$ cat config.mk
export PLATFORM = sky130hd
export DESIGN_NAME = hazard_forward_ctrl
export DESIGN_NICKNAME = d
export VERILOG_FILES = /design/src/rtl/proc_pkg.sv /design/src/rtl/hz_fwd_match.sv /design/src/rtl/hazard_forward_ctrl.sv
export SDC_FILE = /design/constraint.sdc
export NUM_CORES = 1
export LEC_CHECK = 0
export ABC_AREA = 1
export CAP_MARGIN = 10
export CORE_MARGIN = 2
export CORE_UTILIZATION = 55
export CTS_CLUSTER_DIAMETER = 150
export DETAILED_ROUTE_END_ITERATION = 8
export DONT_BUFFER_PORTS = 1
export GPL_TIMING_DRIVEN = 1
export PLACE_DENSITY = 0.71
export RECOVER_POWER = 25
export SLEW_MARGIN = 20
export SYNTH_ARGS = -nofsm -noshare
export SYNTH_HDL_FRONTEND = slang
export SYNTH_HIERARCHICAL = 1
export SYNTH_SLANG_ARGS = --single-unit
$ cat constraint.sdc
create_clock -name clk -period 1.9 [get_ports clk]
set_input_delay 0.285 -clock clk [delete_from_list [all_inputs] [get_ports clk]]
set_output_delay 0.285 -clock clk [all_outputs]
set_load 0.005 [all_outputs]
$ cat src/rtl/proc_pkg.sv
// Shared definitions for the execute-stage hazard/forwarding controller:
// forwarding-select encoding, pipeline slot record and controller states.
package proc_pkg;

    // Register-address width the slot record is built for (8 GPRs).
    localparam int HZ_REG_AW = 3;

    // ALU operand source select.
    typedef enum logic [1:0] {
        FWD_NONE  = 2'd0,   // register-file value
        FWD_EXMEM = 2'd1,   // result held in the EX/MEM register
        FWD_MEMWB = 2'd2    // result held in the MEM/WB register
    } fwd_sel_t;

    // Destination bookkeeping shadowed for one pipeline slot.
    typedef struct packed {
        logic                 valid;
        logic [HZ_REG_AW-1:0] dst;
        logic                 reg_write;
        logic                 mem_read;
    } hz_slot_t;

    // Controller states.
    typedef enum logic {
        HZ_RUN      = 1'b0,
        HZ_MEM_WAIT = 1'b1
    } hz_state_t;

endpackage

$ cat src/rtl/hz_fwd_match.sv
// Combinational forwarding match for one ALU source operand against the
// instructions currently in EX and MEM. The younger (EX) producer wins.
module hz_fwd_match
    import proc_pkg::*;
#(
    parameter int AW = HZ_REG_AW
) (
    input  logic [AW-1:0] src,
    input  logic          src_used,
    input  logic          ex_valid,
    input  logic          ex_reg_write,
    input  logic [AW-1:0] ex_dst,
    input  logic          mem_valid,
    input  logic          mem_reg_write,
    input  logic [AW-1:0] mem_dst,
    output fwd_sel_t      sel
);

    // Pick the newest in-flight producer of this source register.
    always_comb begin
        sel = FWD_NONE;
        if (src_used && ex_valid && ex_reg_write && (src == ex_dst)) begin
            sel = FWD_EXMEM;
        end else if (src_used && mem_valid && mem_reg_write && (src == mem_dst)) begin
            sel = FWD_MEMWB;
        end
    end

endmodule

$ cat src/rtl/hazard_forward_ctrl.sv
// Execute-stage sequencing controller: tracks destination info of the
// instructions in EX and MEM, registers per-operand forwarding selects as an
// instruction enters EX, inserts one bubble on a load-use hazard, freezes
// while data memory is busy and honours branch flush.
// Optional build macro: HAZ_PERF_CNT_EN adds saturating stall/flush counters;
// without it both counter ports are tied to zero.
module hazard_forward_ctrl
    import proc_pkg::*;
#(
    parameter int REG_AW = HZ_REG_AW,  // must match the slot record width
    parameter int CNT_W  = 16
) (
    input  logic              clk,
    input  logic              rst_n,
    input  logic              id_valid,
    input  logic [REG_AW-1:0] id_src1,
    input  logic              id_src1_used,
    input  logic [REG_AW-1:0] id_src2,
    input  logic              id_src2_used,
    input  logic [REG_AW-1:0] id_dst,
    input  logic              id_reg_write,
    input  logic              id_mem_read,
    input  logic              flush,
    input  logic              mem_busy,
    output logic [1:0]        forward1_sel,
    output logic [1:0]        forward2_sel,
    output logic              stall,
    output logic              ex_bubble,
    output logic [CNT_W-1:0]  stall_cycles,
    output logic [CNT_W-1:0]  flush_count
);

    hz_state_t state_reg;
    hz_state_t state_next;

    // EX slot keeps the full record; the load flag matters only there.
    // Past EX only the forwarding fields are needed, and the instruction
    // leaving MEM is never a forwarding source, so no WB shadow is kept.
    hz_slot_t          ex_slot_reg;
    logic              mem_valid_reg;
    logic              mem_reg_write_reg;
    logic [REG_AW-1:0] mem_dst_reg;

    logic [1:0][REG_AW-1:0] src;
    logic [1:0]             src_used;
    logic [1:0]             ex_match;
    logic                   lu_hit;
    logic                   advance;
    logic                   insert_bubble;

    assign src      = {id_src2, id_src1};
    assign src_used = {id_src2_used, id_src1_used};

    // Slots only move when data memory is ready; in MEM_WAIT the first
    // not-busy cycle advances on that same edge.
    assign advance = !mem_busy;

    generate
        for (genvar gi = 0; gi < 2; gi++) begin : g_match
            fwd_sel_t match_sel;
            fwd_sel_t sel_reg;

            hz_fwd_match #(
                .AW(REG_AW)
            ) u_match (
                .src          (src[gi]),
                .src_used     (src_used[gi]),
                .ex_valid     (ex_slot_reg.valid),
                .ex_reg_write (ex_slot_reg.reg_write),
                .ex_dst       (ex_slot_reg.dst),
                .mem_valid    (mem_valid_reg),
                .mem_reg_write(mem_reg_write_reg),
                .mem_dst      (mem_dst_reg),
                .sel          (match_sel)
            );

            // A source that matches the EX producer is exactly the load-use test.
            assign ex_match[gi] = (match_sel == FWD_EXMEM);

            // Select register travels with the instruction entering EX.
            always_ff @(posedge clk or negedge rst_n) begin
                if (!rst_n) begin
                    sel_reg <= FWD_NONE;
                end else if (advance) begin
                    sel_reg <= insert_bubble ? FWD_NONE : match_sel;
                end
            end
        end
    endgenerate

    assign forward1_sel = g_match[0].sel_reg;
    assign forward2_sel = g_match[1].sel_reg;

    assign lu_hit        = id_valid && ex_slot_reg.mem_read && (|ex_match);
    assign insert_bubble = flush || lu_hit || !id_valid;

    // Shift decode info into EX and EX info into MEM on every advancing edge.
    always_ff @(posedge clk or negedge rst_n) begin
        if (!rst_n) begin
            ex_slot_reg       <= '0;
            mem_valid_reg     <= 1'b0;
            mem_reg_write_reg <= 1'b0;
            mem_dst_reg       <= '0;
        end else if (advance) begin
            mem_valid_reg     <= ex_slot_reg.valid;
            mem_reg_write_reg <= ex_slot_reg.reg_write;
            mem_dst_reg       <= ex_slot_reg.dst;
            if (insert_bubble) begin
                ex_slot_reg <= '0;
            end else begin
                ex_slot_reg <= '{valid: 1'b1, dst: id_dst,
                                 reg_write: id_reg_write, mem_read: id_mem_read};
            end
        end
    end

    // State register.
    always_ff @(posedge clk or negedge rst_n) begin
        if (!rst_n) begin
            state_reg <= HZ_RUN;
        end else begin
            state_reg <= state_next;
        end
    end

    // Next state plus stall/bubble; a busy memory masks the load-use check
    // and a flush overrides it (the dependant is being discarded anyway).
    always_comb begin
        state_next = state_reg;
        stall      = 1'b0;
        ex_bubble  = 1'b0;
        case (state_reg)
            HZ_RUN:      if (mem_busy)  state_next = HZ_MEM_WAIT;
            HZ_MEM_WAIT: if (!mem_busy) state_next = HZ_RUN;
        endcase
        if (mem_busy) begin
            stall = 1'b1;
        end else begin
            stall     = lu_hit && !flush;
            ex_bubble = lu_hit || flush;
        end
        if (!rst_n) begin
            stall     = 1'b0;
            ex_bubble = 1'b0;
        end
    end

`ifdef HAZ_PERF_CNT_EN
    logic [CNT_W-1:0] stall_cycles_reg;
    logic [CNT_W-1:0] flush_count_reg;
    logic             flush_accepted;

    assign flush_accepted = flush && !mem_busy;

    // Saturating counters of stalled cycles and accepted flushes.
    always_ff @(posedge clk or negedge rst_n) begin
        if (!rst_n) begin
            stall_cycles_reg <= '0;
            flush_count_reg  <= '0;
        end else begin
            if (stall && (stall_cycles_reg != '1)) begin
                stall_cycles_reg <= stall_cycles_reg + CNT_W'(1);
            end
            if (flush_accepted && (flush_count_reg != '1)) begin
                flush_count_reg <= flush_count_reg + CNT_W'(1);
            end
        end
    end

    assign stall_cycles = stall_cycles_reg;
    assign flush_count  = flush_count_reg;
`else
    assign stall_cycles = '0;
    assign flush_count  = '0;
`endif

endmodule
# Word level (Yosys, flattened, before mapping)
# Cells that the tools add are included.
[word_totals] elab_cells=46 in_bits=18 n_memories=0 register_bits=15 romBits=0 mem_bits_rw=0 latch_bits=0 out_inout_bits=38
[op_classes] bitwise=0 shifts=0 n_lt_le_gt_ge=0 n_eq_ne=6 n_div=0 muxes=11 n_mul=0 reduce_logical=20 add_sub_neg=0
[op_table] cell="1-bit logical AND" count=15
[op_table] cell="3-bit == test" count=4
[op_table] cell="2-bit 2-to-1 mux" count=6
[op_table] cell="6-bit 2-to-1 mux" count=1
[op_table] cell="2-bit by 1-bit == test with 1-bit output (second input constant)" count=2
[op_table] cell="1-bit 2-to-1 mux" count=4
[op_table] cell="1-bit logical NOT" count=2
[op_table] cell="1-bit logical OR" count=2
[op_table] cell="2-bit OR reduction" count=1

# Longest topological paths before layout
# Gate-level depths: netlist of run 1.
[logic_depth] depth_word=11 ltp_mapped=13 mapped_depth_nobuf=12

# By module
# The synthesis of run 1 kept the hierarchy.
[by_module_without_submodules] module="hazard_forward_ctrl" seq_area_each_um2=375.4 instances=1 cells_each=112 area_per_inst_um2=933.4
[by_module_without_submodules] module="hz_fwd_match" seq_area_each_um2=0.0 instances=2 cells_each=30 area_per_inst_um2=132.6

# Worst setup path before layout of run 1
# Ideal clock, no wire load.
[synth_timing] kind="reg-to-output" from="register ex_slot_reg[3] (netlist name)" to="output ex_bubble" path_stages_with_launch=11 required_ns=1.615 t_arrival_ns=1.275 setup_slack_ns=0.340 n_path_buf=1 path_cell_list="dfrtp_1 -> xnor2_1 -> nand2_1 -> nor2_2 -> nor2_1 -> inv_1 -> nand2_1 -> nand2_1 -> nand2_2 -> buf_6 -> a21oi_1"
[synth_between] elab_chain_cells=9 word_cells_on_any_way=13 classes_between="eq/ne (4); mux (4); reduce/logical (5)"
[synth_lines] element="start: declaration" line_no="hazard_forward_ctrl.sv:39" text="hz_slot_t ex_slot_reg;"
[synth_lines] element="start signal: assignment" line_no="hazard_forward_ctrl.sv:111" text="ex_slot_reg <= '{valid: 1'b1, dst: id_dst,"
[synth_lines] element="3-bit == test" line_no="hz_fwd_match.sv:22" text="if (src_used && ex_valid && ex_reg_write && (src == ex_dst)) begin"
[synth_lines] element="1-bit logical AND" line_no="hz_fwd_match.sv:22"
[synth_lines] element="2-bit 2-to-1 mux" line_no="hz_fwd_match.sv:22"
[synth_lines] element="via g_match[1].match_sel[0]" line_no="hazard_forward_ctrl.sv:60" text="fwd_sel_t match_sel;"
[synth_lines] element="2-bit by 1-bit == test with 1-bit output" line_no="hazard_forward_ctrl.sv:78" text="assign ex_match[gi] = (match_sel == FWD_EXMEM);"
[synth_lines] element="2-bit OR reduction" line_no="hazard_forward_ctrl.sv:94" text="assign lu_hit = id_valid && ex_slot_reg.mem_read && (|ex_match);"
[synth_lines] element="1-bit logical AND" line_no="hazard_forward_ctrl.sv:94"
[synth_lines] element="1-bit logical OR" line_no="hazard_forward_ctrl.sv:140" text="ex_bubble = lu_hit || flush;"
[synth_lines] element="1-bit 2-to-1 mux" line_no="hazard_forward_ctrl.sv:136" text="if (mem_busy) begin"
[synth_lines] element="1-bit 2-to-1 mux" line_no="hazard_forward_ctrl.sv:142" text="if (!rst_n) begin"
[synth_lines] element="end: declaration" line_no="hazard_forward_ctrl.sv:28" text="output logic ex_bubble,"
# The timed path passes the listed nets, and every way through them passes these cells.

# Worst setup path after layout of run 1
[layout_timing] from="register ex_slot_reg[3] (netlist name)" to="output stall"
[layout_between] elab_chain_cells=9 word_cells_on_any_way=13 classes_between="eq/ne (4); mux (4); reduce/logical (5)"
[layout_lines] element="3-bit == test" line_no="hz_fwd_match.sv:22"
[layout_lines] element="1-bit logical AND" line_no="hz_fwd_match.sv:22"
[layout_lines] element="2-bit 2-to-1 mux" line_no="hz_fwd_match.sv:22"
[layout_lines] element="via g_match[1].match_sel[0]" line_no="hazard_forward_ctrl.sv:60"
[layout_lines] element="2-bit by 1-bit == test with 1-bit output" line_no="hazard_forward_ctrl.sv:78"
[layout_lines] element="2-bit OR reduction" line_no="hazard_forward_ctrl.sv:94"
[layout_lines] element="1-bit logical AND" line_no="hazard_forward_ctrl.sv:94"
[layout_lines] element="1-bit logical AND" line_no="hazard_forward_ctrl.sv:139" text="stall = lu_hit && !flush;"
[layout_lines] element="1-bit 2-to-1 mux" line_no="hazard_forward_ctrl.sv:136"
[layout_lines] element="1-bit 2-to-1 mux" line_no="hazard_forward_ctrl.sv:142"
[layout_lines] element="end: declaration" line_no="hazard_forward_ctrl.sv:27" text="output logic stall,"
# The timed path passes the listed nets, and every way through them passes these cells.

==> qor.txt, run 1 <==
DR WL met2 = 1118 um
Reg2Reg Setup Slack = 230 ps
Iter 0 DRT Violations = 26
gr usage total = 18.97%
synth warn = 6
Leak = 0.6975 nW
PortBufs = 0
endpoints failing setup = 1
Worst Setup EP = stall
Core ar. = 0.002002 mm2
nets@finish = 202
share of cells above drive strength 1 = 16.39%
Final Slew Violations = 0
Critical Path AT = 1640 ps
initial antenna violation count = 0
worst stage delay on the critical path = 460 ps
top fanout value on the critical path = 4
status = finished with violations
fin util = 61.63%
TritonCTS clock tree = built
DIE AREA = 0.002569 mm2
crit path from = ex_slot_reg[3]$_DFFE_PN0N_
WL final = 2389 um
vias in the first global route = 847
RSZ-0062 raised after global routing = yes
clock skew = 6.706 ps
synth top area cells = dfrtp_1 (31%), buf_4 (21%), nand2_1 (19%)
CTS Sinks = 15
Worst Setup End Kind = output pin
Area growth, synth to finish = 2.922%
Slew headroom = 54.63%
Clock Tree Root = clkbuf_4
worst-margin pin slew = 678.3 ps
final-layout fill cell count = 182
number of max-cap violations = 0
Seq/Total Area, Yosys = 31.32%
Synth Cell Area = 0.001199 mm2
Tot Pwr = 0.0006440 W
Final period util = 101.3%
Rows = 16
Syn Area/Cell = 6.969 um2
distinct cell type count after synthesis = 19
Power Dens Cells = 522.0 mW/mm2
fmax = 0.5196 GHz
area leader, netlist = dfrtp_1
Clock H-tree levels = 1
WL met3 = 183 um
final hold vios = 0
global route overflow = 0
top routing layer in use = met4
DIE HEIGHT = 50.69 um
Worst-path clk slew = 90 ps
Hold WC Path Type = input port to flop
highest-count cells in the layout ignoring fill and taps = nand2_1 (60), conb_1 (32), inv_1 (21), dfrtp_1 (14), buf_4 (10)
setup TNS = -24.49 ps
failing checks = setup timing
Via-to-Cell Ratio = 4.529
WL/cell = 11.38 um
largest net degree at the start of global routing = 18
DRT Pass-1 Iters = 4
clock buffer count from CTS = 3
Setup crit start kind = flop
synthesis-stage register bit count = 15
# diodes = 0
commonest non-fill, non-tap cell in the layout = nand2_1
DP HPWL = 1680 um
CP Cell Sequence = xnor2_1 -> nand2_1 -> nor2_2 -> nor2_1 -> inv_1 -> nand2_1 -> nand2_4 -> nand3_2 -> a21boi_2
FF-to-FF path depth = 12
Routed Antenna Nets = 0
first-pass GRT wire length = 3629 um
met1 WL = 1043 um
I/O pin total = 56
DRC viols = 0
cell mode on critical path = nand2_1
Worst path slowest cell = dfrtp_2
Final Critical Period = 1924 ps
Critical R2R Launch = mem_dst_reg[2]$_DFFE_PN0N_
via count = 951
synthesized instance count = 172
clk_lat worst skew = 300 ps
worst-case clock buffer depth = 2
RePlAce Congestion = 0.8118
kind of critical path = flop to output pin
max reg flops = 6
die width = 50.69 um
worst path required time = 1620 ps
Initial Utilization = 59.88%
r2r endpoint = forward1_sel[1]$_DFFE_PN0N_
Yosys top cell area share = 31.32%
Final WS setup = -24.49 ps
VDD IR max = 0.4369 mV
-- cell usage after synthesis --
| master | number |
|---|---|
| nor2_2 | 2 |
| inv_2 | 2 |
| buf_6 | 2 |
| xnor2_1 | 4 |
| o21ai_0 | 1 |
| a21oi_1 | 1 |
| nor2_8 | 1 |
| nand2_1 | 62 |
| conb_1 | 1 |
| buf_4 | 34 |
| o21ai_1 | 1 |
| nand2_2 | 1 |
| a21boi_0 | 1 |
| nor2_1 | 6 |
| a21oi_2 | 2 |
| nand4_1 | 9 |
| inv_1 | 21 |
| nand3_1 | 6 |
| dfrtp_1 | 15 |
-- metal layers --
metal,up-vias,GRT usage (%)
met5,-,0
met3,5,3.571
met1,425,23.54
li1,481,-
met2,40,31.36
met4,0,9.459
-- stage by stage --
step / hold slack [ps] / instances / setup slack, ps / area (um2)
floorplan: -10.59 / 203 / 339.6 / 1315
global placement: -10.25 / 194 / 214.3 / 1071
detailed placement: -10.36 / 194 / 192.0 / 1071
CTS: 89.41 / 209 / -33.41 / 1205
global route: 98.62 / 210 / -125.6 / 1234
finish: 97.05 / 210 / -24.49 / 1234
-- final cells by class --
| class | instances | area (um2) | share of cell area [%] |
|---|---|---|---|
| Clock buffer | 4 | 26.28 | 2.130 |
| Sequential cell | 15 | 376.6 | 30.53 |
| Timing Repair Buffer | 12 | 92.59 | 7.505 |
| Multi-Input combinational cell | 129 | 618.1 | 50.10 |
| Inverter | 23 | 86.33 | 6.998 |
| Tap cell | 27 | 33.78 | 2.738 |
-- how the worst min path moves through the flow --
stage	startpoint	to	slack, ps	cells past startpoint
6_report	mem_busy	forward2_sel[0]$_DFFE_PN0N_	100	2
5_1_grt	mem_busy	forward1_sel[0]$_DFFE_PN0N_	100	2
4_1_cts	mem_busy	mem_valid_reg$_DFFE_PN0N_	90	1
3_5_place_dp	rst_n	ex_slot_reg[0]$_DFFE_PN0N_	-10	0
3_3_place_gp	rst_n	ex_slot_reg[0]$_DFFE_PN0N_	-10	0
2_1_floorplan	rst_n	ex_slot_reg[0]$_DFFE_PN0N_	-10	0
-- kinds of logic after synthesis --
group / share of synthesized area, %
compound gates: 3.340
xor+xnor: 2.922
buf+inv: 30.38
flops: 31.32
other cells: 0.3129
simple gates: 31.73
-- critical path: cells and delay by family, from the launching register on --
kind                      cells  cell delay (ps)
and+or+nand+nor               6              520
DFF                           1              460
xor gates and xnor gates      1              160
AOI/OAI and AO/OA             1              160
buffers and inverters         1               50
-- report_power, final --
group / switching, W / internal, W / total [W]
combinational: 0.0000659 / 0.0000358 / 0.000102
sequential: 0.0000173 / 0.000335 / 0.000352
clock: 0.000108 / 0.0000819 / 0.000190
total: 0.000192 / 0.000452 / 0.000644
-- timing repair --
action	in CTS	in global routing
setup buffers	10	1
pin swaps	8	8
setup endpoints to repair	2	2
hold buffers	1	0
resized for setup	7	5
hold endpoints to repair	15	0
(Power assumes the default switching activity.)
==> run 2, diff against run 1 <==
Settings changed: ABC_CLOCK_PERIOD_IN_PS from default to 1900.
==> results of run 2 <==
No change in the layout: final DEF, timing and power equal those of run 1.
